==> config.mk <==
export PLATFORM = sky130hd
export DESIGN_NAME = cpu_sequencer
export DESIGN_NICKNAME = d
export VERILOG_FILES = /design/src/rtl/cpu_sequencer.sv
export SDC_FILE = /design/constraint.sdc
export NUM_CORES = 1
export LEC_CHECK = 0
export CAP_MARGIN = 20
export CORE_AREA = 2 2 65 67
export CTS_CLUSTER_SIZE = 30
export DETAILED_ROUTE_END_ITERATION = 16
export DIE_AREA = 0 0 67 69
export PLACE_DENSITY = 0.72
export SYNTH_ARGS = -nofsm -noshare
export SYNTH_HDL_FRONTEND = slang
export SYNTH_SLANG_ARGS = --single-unit
==> constraint.sdc <==
create_clock -name clk -period 2.1 [get_ports clk]
set_input_delay 0.63 -clock clk [delete_from_list [all_inputs] [get_ports clk]]
set_output_delay 0.63 -clock clk [all_outputs]
set_load 0.03 [all_outputs]
==> src/rtl/cpu_sequencer.sv <==
// Multi-cycle instruction sequencer: walks each instruction through
// fetch/decode/execute/memory/write-back and drives the enable strobes.
module cpu_sequencer #(
    parameter int OPW        = 6,
    parameter int MC_TIMEOUT = 64,
    parameter int CNTW       = 16
) (
    input  logic            clk,
    input  logic            rst_n,
    input  logic            run,
    input  logic [OPW-1:0]  opcode,
    input  logic            im_ready,
    input  logic            alu_done,
    input  logic            dm_ready,
    output logic            ir_we,
    output logic            pc_we,
    output logic            rf_we,
    output logic            alu_start,
    output logic            dm_re,
    output logic            dm_we,
    output logic            halted,
    output logic            fault,
    output logic [3:0]      state,
    output logic [CNTW-1:0] retired
);

    typedef enum logic [3:0] {
        S_IDLE   = 4'd0,
        S_FETCH  = 4'd1,
        S_DECODE = 4'd2,
        S_EXEC   = 4'd3,
        S_MWAIT  = 4'd4,
        S_MEM    = 4'd5,
        S_WB     = 4'd6,
        S_HALT   = 4'd7,
        S_FAULT  = 4'd8
    } state_t;

    state_t          r_state;
    state_t          w_next;
    logic [7:0]      r_mc_cnt;
    logic [CNTW-1:0] r_retired;
    logic            w_retire;

    logic w_is_halt;
    logic w_is_multi;
    logic w_is_load;
    logic w_is_store;
    logic w_is_branch;

    // Opcodes 32-63 fall through every class test and run as single-cycle ALU.
    assign w_is_halt   = (opcode == OPW'(0));
    assign w_is_multi  = (opcode == OPW'(3))  || (opcode == OPW'(4)) ||
                         (opcode == OPW'(20)) || (opcode == OPW'(21));
    assign w_is_load   = (opcode == OPW'(24)) || (opcode == OPW'(26));
    assign w_is_store  = (opcode == OPW'(25)) || (opcode == OPW'(27));
    assign w_is_branch = (opcode >= OPW'(28)) && (opcode <= OPW'(31));

    always_ff @(posedge clk) begin
        if (!rst_n) begin
            r_state   <= S_IDLE;
            r_mc_cnt  <= '0;
            r_retired <= '0;
        end else begin
            r_state <= w_next;
            // Counter only runs inside MWAIT, so EXEC always hands over a cleared count.
            if (r_state == S_MWAIT) r_mc_cnt <= r_mc_cnt + 8'd1;
            else                    r_mc_cnt <= '0;
            if (w_retire) r_retired <= r_retired + 1'b1;
        end
    end

    always_comb begin
        w_next    = r_state;
        ir_we     = 1'b0;
        pc_we     = 1'b0;
        rf_we     = 1'b0;
        alu_start = 1'b0;
        dm_re     = 1'b0;
        dm_we     = 1'b0;
        w_retire  = 1'b0;
        unique case (r_state)
            S_IDLE: begin
                if (run) w_next = S_FETCH;
            end
            S_FETCH: begin
                if (im_ready) begin
                    ir_we  = 1'b1;
                    w_next = S_DECODE;
                end
            end
            S_DECODE: begin
                w_next = w_is_halt ? S_HALT : S_EXEC;
            end
            S_EXEC: begin
                if (w_is_multi) begin
                    alu_start = 1'b1;
                    w_next    = S_MWAIT;
                end else if (w_is_load || w_is_store) begin
                    w_next = S_MEM;
                end else if (w_is_branch) begin
                    pc_we    = 1'b1;
                    w_retire = 1'b1;
                    w_next   = S_FETCH;
                end else begin
                    w_next = S_WB;
                end
            end
            S_MWAIT: begin
                // A done arriving in the final timeout cycle still completes normally.
                if (alu_done)                            w_next = S_WB;
                else if (r_mc_cnt == 8'(MC_TIMEOUT - 1)) w_next = S_FAULT;
            end
            S_MEM: begin
                dm_re = w_is_load;
                dm_we = w_is_store;
                if (dm_ready) begin
                    if (w_is_store) begin
                        pc_we    = 1'b1;
                        w_retire = 1'b1;
                        w_next   = S_FETCH;
                    end else begin
                        w_next = S_WB;
                    end
                end
            end
            S_WB: begin
                rf_we    = 1'b1;
                pc_we    = 1'b1;
                w_retire = 1'b1;
                w_next   = S_FETCH;
            end
            S_HALT: begin
                if (run) begin
                    pc_we    = 1'b1;
                    w_retire = 1'b1;
                    w_next   = S_FETCH;
                end
            end
            S_FAULT: begin
                w_next = S_FAULT;
            end
            default: begin
                w_next = S_IDLE;
            end
        endcase
    end

    assign state   = r_state;
    assign halted  = (r_state == S_HALT) || (r_state == S_FAULT);
    assign fault   = (r_state == S_FAULT);
    assign retired = r_retired;

endmodule

==> results.md <==
* Die Width at 67 um
* Critical Path RT at 1.47 ns
* Worst EP arrival at 1.50 ns
* Clock Skew at 0.00384 ns
* Sink Count at 28
* Gr ovfl total at 0
* Leak at 0.969 nW
* Worst Setup End Kind: primary output
* Unrepaired setup endpoints after global routing: yes
* Max Freq at 469 MHz
* Synth Warn # at 0
* # hold bufs at CTS at 0
* DR iter-0 viols at 92
* EDFF count, synth at 0
* Post-synthesis adder-cell area fraction at 0.0152
* Complex-gate fraction of the synthesized area at 0.158
* Min cycle time layout at 2.13 ns
* Slowest stage delay, CP at 0.28 ns
* Final hold violation count at 0
* PortBufs at 39
* Tot GR Track Use at 0.180
* First-pass detailed-route iteration total at 4
* Number of antenna diodes at 0
* Final setup fails at 3
* Vias in the first global route at 1523
* Dpl hpwl at 2870 um
* Starting Density at 0.419
* Pwr dens at 648 nW/um2
* Largest net degree at the start of global routing at 17
* Synth Area in XOR/XNOR at 0.107
* Root Buffer: clkbuf_8
* Status: finished with violations
* Average wire per standard cell at 12.5 um
* Violated checks: setup timing
* Worst-path clk slew at 0.09 ns
* Final period util at 1.01
* GPL Wtd Cong at 0.870
* Core Util, Final at 0.642
* Slowest CP cell: nor4bb_4
* Cells after Synth at 192
* Chip Height at 69 um
* CP Max Fanout at 3
* Post-DP Area at 2290 um2
* Clk Latency, worst-skew pair at 0.27 ns
* Min-delay worst type: reg -> reg
* Yosys top cell by area: dfxtp_1
* Total Wirelength at 3920 um
* Simple-gate share of the synthesized area at 0.290
* Post-synthesis sequential area ratio at 0.341
* Main synth FF type: dfxtp_1
* Core box area at 3910 um2
* Nets at 279
* Final Slew Violations at 0
* Critical path class: in -> out
* Num ports at 40
* Worst slew margin at 0.700
* Yosys cell types at 48
* Final Total Pwr at 1.63 mW
* Min Hold Slack at 0.473 ns
* CTS max path bufs at 2
* Sum Neg Setup Slack at -0.0632 ns
* Setup WS post-layout at -0.0314 ns
* Worst VDD drop at 0.681 mV
* Worst-path cell chain: buf_8, nor4bb_4, a31oi_2, nor4b_4, buf_6
* Yosys top cell area share at 0.341
* Share of post-route cells with drive strength above 1 at 0.303
* CTS tree: yes
* Post-route ant nets at 0
* Fill count at 358
* H-tree levels at 1
* Via count at 1611
* Multiplexer share of the synthesized area at 0.0305
* First-pass GRT wire length at 6700 um
* Layout area overhead at 53.0%
* Synth Register Bits at 28
* Vias per cell at 5.13
* Row cnt at 23
* Startpoint types: input pin
* Ranking of synthesized cells by area: dfxtp_1, xnor2_1, nor2_1
* Post-synth ARST share at 0
* Initial antenna violation count at 0
* Syn nets at 206
* Max Cap Viol at 0
* Main combinational cell family by area after synthesis: simple AND/OR/NAND/NOR gates
* Syn Std Cell Area at 1640 um2
* Remaining routing DRC violations at 0
* Die ar. at 4620 um2
* TritonCTS Buffers at 3
* Worst-Margin Slew at 0.449 ns
* Post-Syn Area per Cell at 8.55 um2
* Design Area, Final at 2510 um2
## cell usage after synthesis (all sizes together), types with 2 or more instances
master / n
buf: 5
nor4b: 2
a211oi: 3
nand3b: 4
a21boi: 2
xor2: 4
o21ai: 2
dfxtp: 28
nand3: 10
nor2: 28
xnor2: 16
a2111oi: 6
and3: 5
ha: 2
o31a: 2
nand4: 3
nand2b: 4
mux2i: 5
nor3: 4
inv: 7
nor4: 4
a21oi: 6
clkbuf: 6
nand2: 15
## metal layers
layer / global-route usage / routed length (um)
met4: 0.0522 / 87
met1: 0.234 / 1740
met5: 0 / 0
met2: 0.298 / 1970
met3: 0.0326 / 114
## area by class of cell
class                   instances  area (um2)  area share
clock buffers                   4        55.1      0.0219
repair buffers                 79         694       0.276
flip-flops and latches         28         569       0.227
multi-input cells             145        1100       0.438
well taps                      50        62.6      0.0249
inverters                       8        30.0      0.0120
## cell usage in the layout (no fill, tap or decap), types with 5 or more instances in the layout
master,instances
nand3_1,10
dlygate4sd2_1,5
a21oi_1,6
xnor2_1,16
buf_4,40
clkdlybuf4s50_1,18
inv_1,7
nor2_1,28
buf_6,10
mux2i_1,5
dfxtp_1,25
nand2_1,14
## cells by family after synthesis
logic type | Yosys count
flip-flops | 28
AND/OR/NAND/NOR | 89
multiplexers | 5
adder cells (fa/ha/maj) | 2
XOR/XNOR | 20
buffers and inverters | 19
AO/OA/AOI/OAI | 29
## per-stage QoR
step	cells	setup slack [ns]
2_1_floorplan	192	-0.122
3_3_place_gp	301	-0.502
3_5_place_dp	301	-0.523
4_1_cts	311	-0.0958
5_1_grt	314	-0.0788
6_report	314	-0.0314
## sequential cells by signal, summed over array words and instances, names as in the netlist
name / cells
r_mc_cnt: 8
retired: 16
state: 4
## report_power, final
group / internal [mW] / switching, mW / total [mW]
Sequential: 0.562 / 0.0360 / 0.598
Combinational: 0.350 / 0.354 / 0.704
Clock: 0.168 / 0.159 / 0.326
Total: 1.08 / 0.548 / 1.63
## final timing paths
check                         start                      end  slack [ns]  depth (start not counted)
min          r_mc_cnt[0]$_SDFF_PN0_   r_mc_cnt[0]$_SDFF_PN0_        0.47                          1
min reg2reg  r_mc_cnt[0]$_SDFF_PN0_   r_mc_cnt[0]$_SDFF_PN0_        0.47                          1
max                       opcode[2]                alu_start       -0.03                          5
max reg2reg   state[3]$_SDFFE_PN0P_  retired[9]$_SDFFE_PN0P_        0.14                          7
## critical path, delay by kind of cell
| kind | cells | cell delay [ns] |
|---|---|---|
| compound gates | 1 | 0.09 |
| buf+inv | 2 | 0.26 |
| simple gates | 2 | 0.52 |
## what timing repair did
action                                  CTS  global route
endpoints found under the setup margin   24             7
gates resized for setup                  56             7
setup buffers                             6             3
pin swaps                                 9             3
Note: power is estimated with default switching activity, not from simulation.
